===== config.mk =====
export PLATFORM = sky130hd
export DESIGN_NAME = vga_fb_arbiter
export DESIGN_NICKNAME = d
export VERILOG_FILES = /design/src/rtl/vga_fb_arbiter.sv
export SDC_FILE = /design/constraint.sdc
export NUM_CORES = 1
export LEC_CHECK = 0
export ABC_AREA = 1
export BUFFER_PORTS_ARGS = -buffer_cell sky130_fd_sc_hd__buf_2
export CORE_ASPECT_RATIO = 0.8
export CORE_MARGIN = 8
export CORE_UTILIZATION = 53
export CTS_CLUSTER_DIAMETER = 120
export DETAILED_ROUTE_END_ITERATION = 6
export PLACE_DENSITY = 0.88
export SETUP_SLACK_MARGIN = 0.05
export SYNTH_ARGS = -nofsm -noshare
export SYNTH_HDL_FRONTEND = slang
export SYNTH_SLANG_ARGS = --single-unit

===== constraint.sdc =====
create_clock -name pclk -period 4.7 [get_ports pclk]
set_clock_uncertainty 0.05 [all_clocks]
set_input_delay 0.705 -clock pclk [delete_from_list [all_inputs] [get_ports pclk]]
set_output_delay 0.705 -clock pclk [all_outputs]
set_load 0.02 [all_outputs]

===== src/rtl/vga_fb_arbiter.sv =====
// Frame-buffer port arbiter: scan-out reads first, queued pixel writes second,
// full-frame fill engine on whatever slots are left.
module vga_fb_arbiter #(
   parameter int unsigned H_RES      = 640,
   parameter int unsigned V_RES      = 480,
   parameter int unsigned DW         = 24,
   parameter int unsigned AW         = 19,
   parameter int unsigned FIFO_DEPTH = 4
) (
   input  logic          pclk,
   input  logic          reset,
   input  logic [9:0]    h_addr,
   input  logic [9:0]    v_addr,
   input  logic          valid,
   output logic [DW-1:0] vga_data,
   input  logic          wr_valid,
   output logic          wr_ready,
   input  logic [9:0]    wr_x,
   input  logic [9:0]    wr_y,
   input  logic [DW-1:0] wr_data,
   input  logic          fill_start,
   input  logic [DW-1:0] fill_color,
   output logic          fill_busy,
   output logic          wr_drop,
   input  logic          drop_clr,
   output logic [AW-1:0] mem_addr,
   output logic          mem_we,
   output logic [DW-1:0] mem_wdata,
   input  logic [DW-1:0] mem_rdata
);

   localparam int unsigned PW       = (FIFO_DEPTH > 1) ? $clog2(FIFO_DEPTH) : 1;
   localparam int unsigned WW       = AW + 11;
   localparam logic [AW-1:0] LastPix = AW'(H_RES * V_RES - 1);
   localparam logic [9:0]    HLim    = 10'(H_RES);
   localparam logic [9:0]    VLim    = 10'(V_RES);
   localparam logic [PW:0]   FullCnt = (PW + 1)'(FIFO_DEPTH);

   typedef enum logic [1:0] {StIdle, StPend, StFill} fill_state_e;

   // Linear pixel address; the 640-wide case avoids a multiplier.
   function automatic logic [AW-1:0] pix_addr(input logic [9:0] x, input logic [9:0] y);
      logic [WW-1:0] yw;
      logic [WW-1:0] xw;
      logic [WW-1:0] sum;
      yw = WW'(y);
      xw = WW'(x);
      if (H_RES == 640) sum = (yw << 9) + (yw << 7) + xw;
      else              sum = yw * WW'(H_RES) + xw;
      return sum[AW-1:0];
   endfunction

   fill_state_e   state_q, state_d;
   logic [AW-1:0] fill_ptr_q, fill_ptr_d;
   logic [DW-1:0] fill_color_q, fill_color_d;
   logic          drop_q, drop_d;
   logic          rd_d1_q;

   logic [AW-1:0] fifo_addr_q [FIFO_DEPTH];
   logic [DW-1:0] fifo_data_q [FIFO_DEPTH];
   logic [PW-1:0] wr_ptr_q, rd_ptr_q;
   logic [PW:0]   count_q, count_d;

   logic fifo_empty, fifo_full, in_range, accept, push, pop, fill_adv;

   assign fifo_empty = (count_q == '0);
   assign fifo_full  = (count_q == FullCnt);
   assign wr_ready   = reset & ~fifo_full & (state_q == StIdle);
   assign in_range   = (wr_x < HLim) && (wr_y < VLim);
   assign accept     = wr_valid & wr_ready;
   // Out-of-range requests complete the handshake but never reach the RAM.
   assign push       = accept & in_range;
   assign fill_busy  = (state_q != StIdle);
   assign wr_drop    = drop_q;
   assign vga_data   = rd_d1_q ? mem_rdata : '0;

   // Slot arbitration: scan-out read, then FIFO head, then fill pixel.
   always_comb begin
      mem_we    = 1'b0;
      mem_addr  = '0;
      mem_wdata = '0;
      pop       = 1'b0;
      fill_adv  = 1'b0;
      if (valid) begin
         mem_addr = pix_addr(h_addr, v_addr);
      end else if (!fifo_empty) begin
         pop       = 1'b1;
         mem_we    = 1'b1;
         mem_addr  = fifo_addr_q[rd_ptr_q];
         mem_wdata = fifo_data_q[rd_ptr_q];
      end else if (state_q == StFill) begin
         fill_adv  = 1'b1;
         mem_we    = 1'b1;
         mem_addr  = fill_ptr_q;
         mem_wdata = fill_color_q;
      end
   end

   // Fill FSM next state; PEND waits for queued writes so the fill lands last.
   always_comb begin
      state_d      = state_q;
      fill_ptr_d   = fill_ptr_q;
      fill_color_d = fill_color_q;
      case (state_q)
         StIdle: begin
            if (fill_start) begin
               state_d      = StPend;
               fill_color_d = fill_color;
            end
         end
         StPend: begin
            if (fifo_empty) begin
               state_d    = StFill;
               fill_ptr_d = '0;
            end
         end
         StFill: begin
            if (fill_adv) begin
               if (fill_ptr_q == LastPix) state_d = StIdle;
               else                       fill_ptr_d = fill_ptr_q + AW'(1);
            end
         end
         default: state_d = StIdle;
      endcase
   end

   // FIFO occupancy and sticky drop flag; clear beats a same-cycle drop.
   always_comb begin
      unique case ({push, pop})
         2'b10:   count_d = count_q + (PW + 1)'(1);
         2'b01:   count_d = count_q - (PW + 1)'(1);
         default: count_d = count_q;
      endcase
      drop_d = drop_q;
      if (drop_clr)                drop_d = 1'b0;
      else if (accept && !in_range) drop_d = 1'b1;
   end

   // Control state registers.
   always_ff @(posedge pclk or negedge reset) begin
      if (!reset) begin
         state_q      <= StIdle;
         fill_ptr_q   <= '0;
         fill_color_q <= '0;
         drop_q       <= 1'b0;
         rd_d1_q      <= 1'b0;
         wr_ptr_q     <= '0;
         rd_ptr_q     <= '0;
         count_q      <= '0;
      end else begin
         state_q      <= state_d;
         fill_ptr_q   <= fill_ptr_d;
         fill_color_q <= fill_color_d;
         drop_q       <= drop_d;
         rd_d1_q      <= valid;
         count_q      <= count_d;
         if (push) wr_ptr_q <= wr_ptr_q + PW'(1);
         if (pop)  rd_ptr_q <= rd_ptr_q + PW'(1);
      end
   end

   // FIFO storage; contents are don't-care while the entry is unoccupied.
   always_ff @(posedge pclk) begin
      if (push) begin
         fifo_addr_q[wr_ptr_q] <= pix_addr(wr_x, wr_y);
         fifo_data_q[wr_ptr_q] <= wr_data;
      end
   end

endmodule


Word level (Yosys, flattened, before mapping):

Memories as Yosys holds them, arrays and structs flattened.
Index checks and enable logic that the tools add are counted.

* add/sub/neg operators: 9
* order comparisons: 2
* equality and inequality tests: 11
* mux-type cells: 29
* bitwise operators: 5
* reduce and logical (&&, ||, !) cells: 12

Operators with widths (number)
* 19-bit 2-to-1 mux: 7
* 24-bit 2-to-1 mux: 4
* 19-bit by 10-bit adder with 19-bit output: 2
* 19-bit by 17-bit adder with 19-bit output: 2
* 19-bit one-hot mux with 2 select lines: 1
* 19-bit by 1-bit adder with 19-bit output (second input constant): 1
* 19-bit equality test (second input constant): 1
* 1-bit 2-to-1 mux: 11
* 10-bit < comparator (second input constant): 1
* 10-bit by 9-bit < comparator with 1-bit output (second input constant): 1
* 2-bit 2-to-1 mux: 4
* 2-bit != test (second input constant): 4
* 4-bit AND reduction: 2
* 2-bit nonzero test: 4
* 2-bit one-hot mux with 3 select lines: 1
* 3-bit one-hot mux with 2 select lines: 1
* 2-bit by 1-bit adder with 2-bit output (second input constant): 2
* 1-bit bitwise AND: 4
* 2-bit by 1-bit equality test with 1-bit output (second input constant): 2
* 2-bit equality test (second input constant): 2
* 3-bit by 1-bit adder with 3-bit output (second input constant): 1
* 3-bit equality test (second input constant): 1
* 3-bit zero test: 1
* 3-bit by 1-bit subtractor with 3-bit output (second input constant): 1
* 6 further kinds: 7

* register bits after elaboration: 54
* bits in writable memories: 172
* input bits: 118
* output and inout port bits: 71
* word-level logic and storage cells: 78
* memories: 2

Memory list
* fifo_data_q: depth 4, width 24, rd ports 1, clocked after Yosys merged registers in 0, write ports 1, line 60 `logic [DW-1:0] fifo_data_q [FIFO_DEPTH];`
* fifo_addr_q: depth 4, width 19, rd ports 1, clocked after Yosys merged registers in 0, write ports 1, line 59 `logic [AW-1:0] fifo_addr_q [FIFO_DEPTH];`

Logic depth before layout (Yosys ltp):

Gate-level depths: netlist of run 1.

* word-level depth: 8
* mapped depth: 13

Worst setup path after synthesis of run 1:

Ideal clock, no wire load.

* kind: input-to-reg
* start: input wr_x[8]
* end: memory fifo_addr_q[0][0], enable pin
* arrival time: 3093 ps
* setup slack: 1113 ps
* cell stages on the path: 5
* buffers on the path: 1
* cells stage by stage: o21ai_0 -> o211ai_1 -> nand2b_1 -> clkbuf_1 -> nor2_1

* word-level cells in the longest chain between the ends: 5

RTL lines
* start: declaration: line 18 `input logic [9:0] wr_x,`
* 10-bit < comparator: line 69 `assign in_range = (wr_x < HLim) && (wr_y < VLim);`
* 1-bit logical AND: line 69
* 1-bit bitwise AND: line 72 `assign push = accept & in_range;`
* 1-bit 2-to-1 mux: line 164 `if (push) begin`
* 1-bit 2-to-1 mux (not written as such): line 165 `fifo_addr_q[wr_ptr_q] <= pix_addr(wr_x, wr_y);`
* end: declaration: line 59

Every way passes these cells.

Worst setup path after layout of run 1:

* start: register count_q[1]
* end: output mem_addr[2]

* word-level cells in the longest chain between the ends: 3

RTL lines
* start: declaration: line 62 `logic [PW:0] count_q, count_d;`
* start signal: assignment: line 156 `count_q <= count_d;`
* 3-bit zero test: line 66 `assign fifo_empty = (count_q == '0);`
* 19-bit 2-to-1 mux: line 86 `end else if (!fifo_empty) begin`
* 19-bit 2-to-1 mux: line 84 `if (valid) begin`
* end: declaration: line 26 `output logic [AW-1:0] mem_addr,`

Every way passes these cells.

==> results.ini, run 1 <==
[status]
outcome=finished, final reports clean

[layout]
multi_input_area_um2=4134
register_area_um2=6518
fillers=1641
fin_area_um2=13100
areaGrowthSynthToFinish_pct=16.80
nets=1463
drive_gt1_frac=0.2149

[setup_path]
reg2reg_to=fifo_addr_q[2][9]$_DFFE_PP_
crit_family=buffers and inverters
path_cells=inv_1 > nand3_2 > inv_2 > nand2_2 > inv_2 > a22oi_1 > nand2_1 > buf_2
worstSetupPathDepth=8
reg2reg_depth=6
worstSetupEndpointType=output port
max_stage_delay_ns=0.68
cp_slowest_cell=inv_2
critPathLaunchType=flip-flop
crit_buf_inv=4
cp_max_fo=39
required_ns=3.94
cp.arrival_ns=2.88
critical_path_class=flip-flop to output port
r2r-start=state_q[0]$_DFFE_PN0P_
ff2ff_setup_slack_ns=1.72
cp_common_cell=inv_2

[timing]
setup_violations=0
rsz0062_at_grt=false
drv_slew=0
fin_crit_ns=3.634
hold_violations=0
finalSetupTns_ns=0
worstMarginPinSlew_ns=0.9583
final.period_utilization=0.7732
maxSlewHeadroom=0.3605
fmax_ghz=0.2752

[synth]
synth_common_cells=nand2_1, edfxtp_1, nor2_1
syn-num-nets=1286
yosysTopAreaCell=edfxtp_1
ys_seq_elements=226
synth_area_um2=11220
synth-edff-count=172
syn_inst=1119
synth_ff_type=edfxtp_1
synth.area.top_cells=edfxtp_1, dfrtp_1, nand2_1, ha_1, o21ai_0
synth.most_common_cell=nand2_1
postSynthAreaPerCell_um2=10.02
yosysWarnings=0
yosysSeqAreaShare=0.5809
synth-async-reset-ratio=0.2389
synth_cell_types=35
synth_top_area_frac=0.4605

[cts]
htree_levels=1
cts_tree=built
cts_made_buffers=23
clkLatencyLatePin_ns=0.50
ctsRootBufferMaster=clkbuf_16
hold_buffers=0
clockBufferDepth=3
path_clk_slew_ns=0.06
postCtsSetupBuffers=0
cts_sinks=226
cts_resized=0

[floorplanning]
pin_count=189
coreArea_um2=20700
die_w_um=178.7
die_h_um=146.1
start_util=0.5419
die-area_um2=26100
placementRows=47

[pwr]
p_leak_nw=5.744
ir_drop_mv=0.3435
power.density_nw_per_um2=492.1

[routing]
via_per_inst=5.544
drt_first_pass_iters=7
drc=0
ant_nets=0
avgRoutedWirePerCell_um=18.32
vias=8776
postRouteWirelength_mm=28.99
drtIter0Drc=849

[min_path]
whs_endpoint=wr_drop$_DFFE_PN0P_
hp-class=primary input to flip-flop
hp-start=drop_clr
holdPathStages=2

[place]
hpwl_mm=19.76
io_buffers=188
globalplace.congestion=0.9294
place_area_um2=12380

[global_routing]
grt-ovfl-total=0
grt_pass1_wl_mm=44.53
grt_pass1_vias=8489
grt_max_degree=89
antenna_found_initial=4
grt_util_all_layers=0.2137

[run]
max_cap_violations=0

[power by group]
group / internal (W) / total [W] / switching, W
registers: 0.00237 / 0.00248 / 0.000111
logic: 0.000742 / 0.00224 / 0.00150
clock network: 0.00100 / 0.00172 / 0.000722
[cell usage in the layout (no fill, tap or decap), types with 13 or more instances in the layout]
cell / n
o21ai_0: 102
clkbuf_16: 23
dfrtp_1: 53
a21oi_1: 26
nor2_1: 115
o22ai_1: 24
a22o_1: 13
ha_1: 44
inv_1: 90
nand3_1: 73
buf_2: 188
edfxtp_1: 172
mux2_2: 24
xor2_1: 16
nand2_1: 246
[worst max path at each step]
stage                                             end  slack, ns              startpoint
final                                     mem_addr[2]       1.07  count_q[1]$_DFFE_PN0P_
after global routing                     mem_addr[15]       0.86  count_q[1]$_DFFE_PN0P_
after CTS                                 mem_addr[2]       1.07  count_q[1]$_DFFE_PN0P_
after detailed placement                 mem_addr[14]       1.17               h_addr[9]
after global placement                   mem_addr[14]       1.17               h_addr[9]
after floorplan           fifo_addr_q[0][0]$_DFFE_PP_       1.11                 wr_x[8]
[layer usage]
layer	track usage	up-vias	part of all wire
li1	-	4178	-
met1	0.2779	4116	0.41
met2	0.3493	426	0.46
met3	0.05000	52	0.097
met4	0.06480	4	0.027
met5	0	-	0.00090
[flip-flops by register name, summed over array words and instances, names as in the netlist]
name and cells:
wr_drop 1, rd_ptr_q 2, rd_d1_q 1, fill_color_q 24
fifo_data_q 96, state_q 2, fill_ptr_q 19, fifo_addr_q 76
wr_ptr_q 2, count_q 3
[area by class of cell]
cell class | instances | share of cell area
Inverter | 97 | 0.02779
Clock inverter | 10 | 0.005921
Timing Repair Buffer | 200 | 0.07869
Antenna cell | 2 | 0.0003820
Tap cell | 269 | 0.02569
Sequential cell | 226 | 0.4975
Multi-Input combinational cell | 748 | 0.3155
Clock buffer | 31 | 0.04852
[metrics by stage]
| step | total power (W) | utilization | std cells | worst slack (ns) | hold slack [ns] |
|---|---|---|---|---|---|
| floorplan | 0.004033 | - | 1119 | 1.113 | 0.3594 |
| global placement | 0.004662 | 0.5982 | 1540 | 1.167 | 0.4176 |
| detailed placement | 0.004750 | 0.5982 | 1540 | 1.172 | 0.4447 |
| CTS | 0.006460 | 0.6327 | 1581 | 1.068 | 0.2933 |
| global route | 0.006792 | 0.6329 | 1583 | 0.8558 | 0.2968 |
| finish | 0.006447 | 0.6329 | 1583 | 1.066 | 0.3115 |
[kinds of logic after synthesis]
family	Yosys count	synth area share
adders and majority gates	49	0.05800
AOI/OAI and AO/OA	188	0.09403
and+or+nand+nor	466	0.1733
xor gates and xnor gates	21	0.01640
DFF	226	0.5809
buffers and inverters	145	0.05321
muxes	24	0.02409
Power figures use the tool's default switching activity.
==> inputs of run 2 (changes only) <==
- clock period: 4.7 -> 3.8 ns (I/O delays scaled with it)
==> results.ini, run 2 (same netlist as run 1, synthesis figures left out) <==
[setup_path]
cp_max_fo=35  ; was 39
worstSetupEndpointType=output port  ; unchanged
ff2ff_setup_slack_ns=1.01  ; was 1.72 ns
critPathLaunchType=flip-flop  ; unchanged
required_ns=3.18  ; was 3.94 ns
r2r-start=state_q[0]$_DFFE_PN0P_  ; unchanged
reg2reg_to=fifo_addr_q[0][14]$_DFFE_PP_  ; was fifo_addr_q[2][9]$_DFFE_PP_
critical_path_class=flip-flop to output port  ; unchanged
cp.arrival_ns=2.89  ; was 2.88 ns
reg2reg_depth=6  ; unchanged

[timing]
fin_crit_ns=3.509
rsz0062_at_grt=false  ; unchanged
drv_slew=0  ; unchanged
final.period_utilization=0.9234
finalSetupTns_ns=0  ; unchanged
hold_violations=0  ; unchanged
fmax_ghz=0.2850
maxSlewHeadroom=0.4414  ; was 0.3605
setup_violations=0  ; unchanged
worstMarginPinSlew_ns=0.8379  ; was 0.9583 ns

[cts]
ctsRootBufferMaster=clkbuf_16  ; unchanged
cts_tree=built  ; unchanged
clockBufferDepth=3  ; unchanged
cts_made_buffers=23  ; unchanged
path_clk_slew_ns=0.06  ; about the same
postCtsSetupBuffers=0  ; unchanged
cts_resized=0  ; unchanged
clkLatencyLatePin_ns=0.50  ; about the same
hold_buffers=0  ; unchanged
cts_sinks=226  ; unchanged
htree_levels=1  ; unchanged

[floorplanning]
die-area_um2=26100  ; unchanged
die_h_um=146.1  ; unchanged
coreArea_um2=20700  ; unchanged
placementRows=47  ; unchanged
pin_count=189  ; unchanged
die_w_um=178.7  ; unchanged
start_util=0.5419  ; unchanged

[pwr]
ir_drop_mv=0.4008  ; was 0.3435 mV
p_leak_nw=5.777  ; was 5.744 nW
power.density_nw_per_um2=613.8  ; was 492.1 nW/um2

[layout]
largest_reg_flops=96  ; unchanged
regMostFlops=fifo_data_q  ; unchanged
drive_gt1_frac=0.2181  ; was 0.2149
fin_cells=1588  ; was 1583
areaGrowthSynthToFinish_pct=17.29  ; was 16.80%
final_cell_mix=nand2_1, buf_2, edfxtp_1  ; unchanged
nets=1467  ; was 1463
reg.largest.list=fifo_data_q: 96 flops, fifo_addr_q: 76 flops, fill_color_q: 24 flops  ; unchanged
final_common_cell=nand2_1  ; unchanged

[routing]
via_per_inst=5.564  ; was 5.544
ant_nets=0  ; unchanged
drt_first_pass_iters=6  ; was 7
drc=0  ; unchanged
postRouteWirelength_mm=29.01  ; was 28.99 mm
drtIter0Drc=939  ; was 849
vias=8836  ; was 8776
avgRoutedWirePerCell_um=18.27  ; was 18.32 um

[run]
max_cap_violations=0  ; unchanged

[min_path]
whs_endpoint=wr_drop$_DFFE_PN0P_  ; unchanged
hp-class=primary input to flip-flop  ; unchanged
holdPathStages=2  ; unchanged
hp-start=drop_clr  ; unchanged

[status]
outcome=finished, final reports clean  ; unchanged

[global_routing]
grt_pass1_vias=8455  ; was 8489
grt_pass1_wl_mm=44.15  ; was 44.53 mm
grt_max_degree=89  ; unchanged
grt-ovfl-total=0  ; unchanged
antenna_found_initial=5  ; was 4
grt_util_all_layers=0.2128  ; was 0.2137

[place]
io_buffers=188  ; unchanged
globalplace.congestion=0.9110  ; was 0.9294
hpwl_mm=19.78  ; was 19.76 mm
dpl.cell_count=1544  ; was 1540

==> run 2: worst max-delay path by stage <==
stage | from | endpoint | depth (start not counted)
5_1_grt | count_q[1]$_DFFE_PN0P_ | mem_addr[1] | 9
2_1_floorplan | wr_x[8] | fifo_addr_q[0][0]$_DFFE_PP_ | 5
3_3_place_gp | h_addr[9] | mem_addr[14] | 13
6_report | count_q[1]$_DFFE_PN0P_ | mem_addr[0] | 9
4_1_cts | count_q[1]$_DFFE_PN0P_ | mem_addr[0] | 9
3_5_place_dp | h_addr[9] | mem_addr[14] | 13
==> run 2: cell type report <==
| cell class | instances | area, um2 |
|---|---|---|
| antenna | 3 | 7.507 |
| multi-input combinational | 748 | 4134 |
| clock inverter | 11 | 103.9 |
| clock buffer | 30 | 631.9 |
| inverter | 97 | 364.1 |
| tap | 269 | 336.6 |
| timing repair buffer | 204 | 1061 |
| sequential | 226 | 6518 |
| fill | 1606 | 7543 |
==> run 2: metrics by stage <==
step	worst slack, ns	power, W	hold WS [ns]	utilization	area [um2]
2_1_floorplan	0.3480	0.004989	0.2244	-	11220
3_3_place_gp	0.5508	0.005788	0.4145	0.5997	12410
3_5_place_dp	0.5376	0.005887	0.4335	0.5997	12410
4_1_cts	0.2949	0.008080	0.1548	0.6352	13150
5_1_grt	0.1070	0.008485	0.1617	0.6356	13160
6_report	0.2911	0.008075	0.1729	0.6356	13160
==> run 2: worst max-delay path: stages, from the launching register on <==
cell	delay, ns
dfrtp_1	0.37
inv_1	0.12
nand3_2	0.31
inv_2	0.20
nand2_2	0.18
inv_2	0.63
buf_4	0.26
a22oi_1	0.07
nand2_1	0.08
buf_2	0.16
==> run 2: where the power goes <==
part           total [W]  internal (W)  switching, W
logic            0.00281      0.000930       0.00188
registers        0.00306       0.00293      0.000132
clock network    0.00220       0.00130      0.000898
total            0.00807       0.00516       0.00291
==> run 2: layer usage <==
| metal | vias up | global-route usage | part of all wire |
|---|---|---|---|
| met5 | - | 0 | 0.00072 |
| met4 | 4 | 0.06975 | 0.025 |
| met3 | 54 | 0.03608 | 0.10 |
| met2 | 468 | 0.3476 | 0.47 |
| met1 | 4120 | 0.2837 | 0.40 |
| li1 | 4190 | - | - |
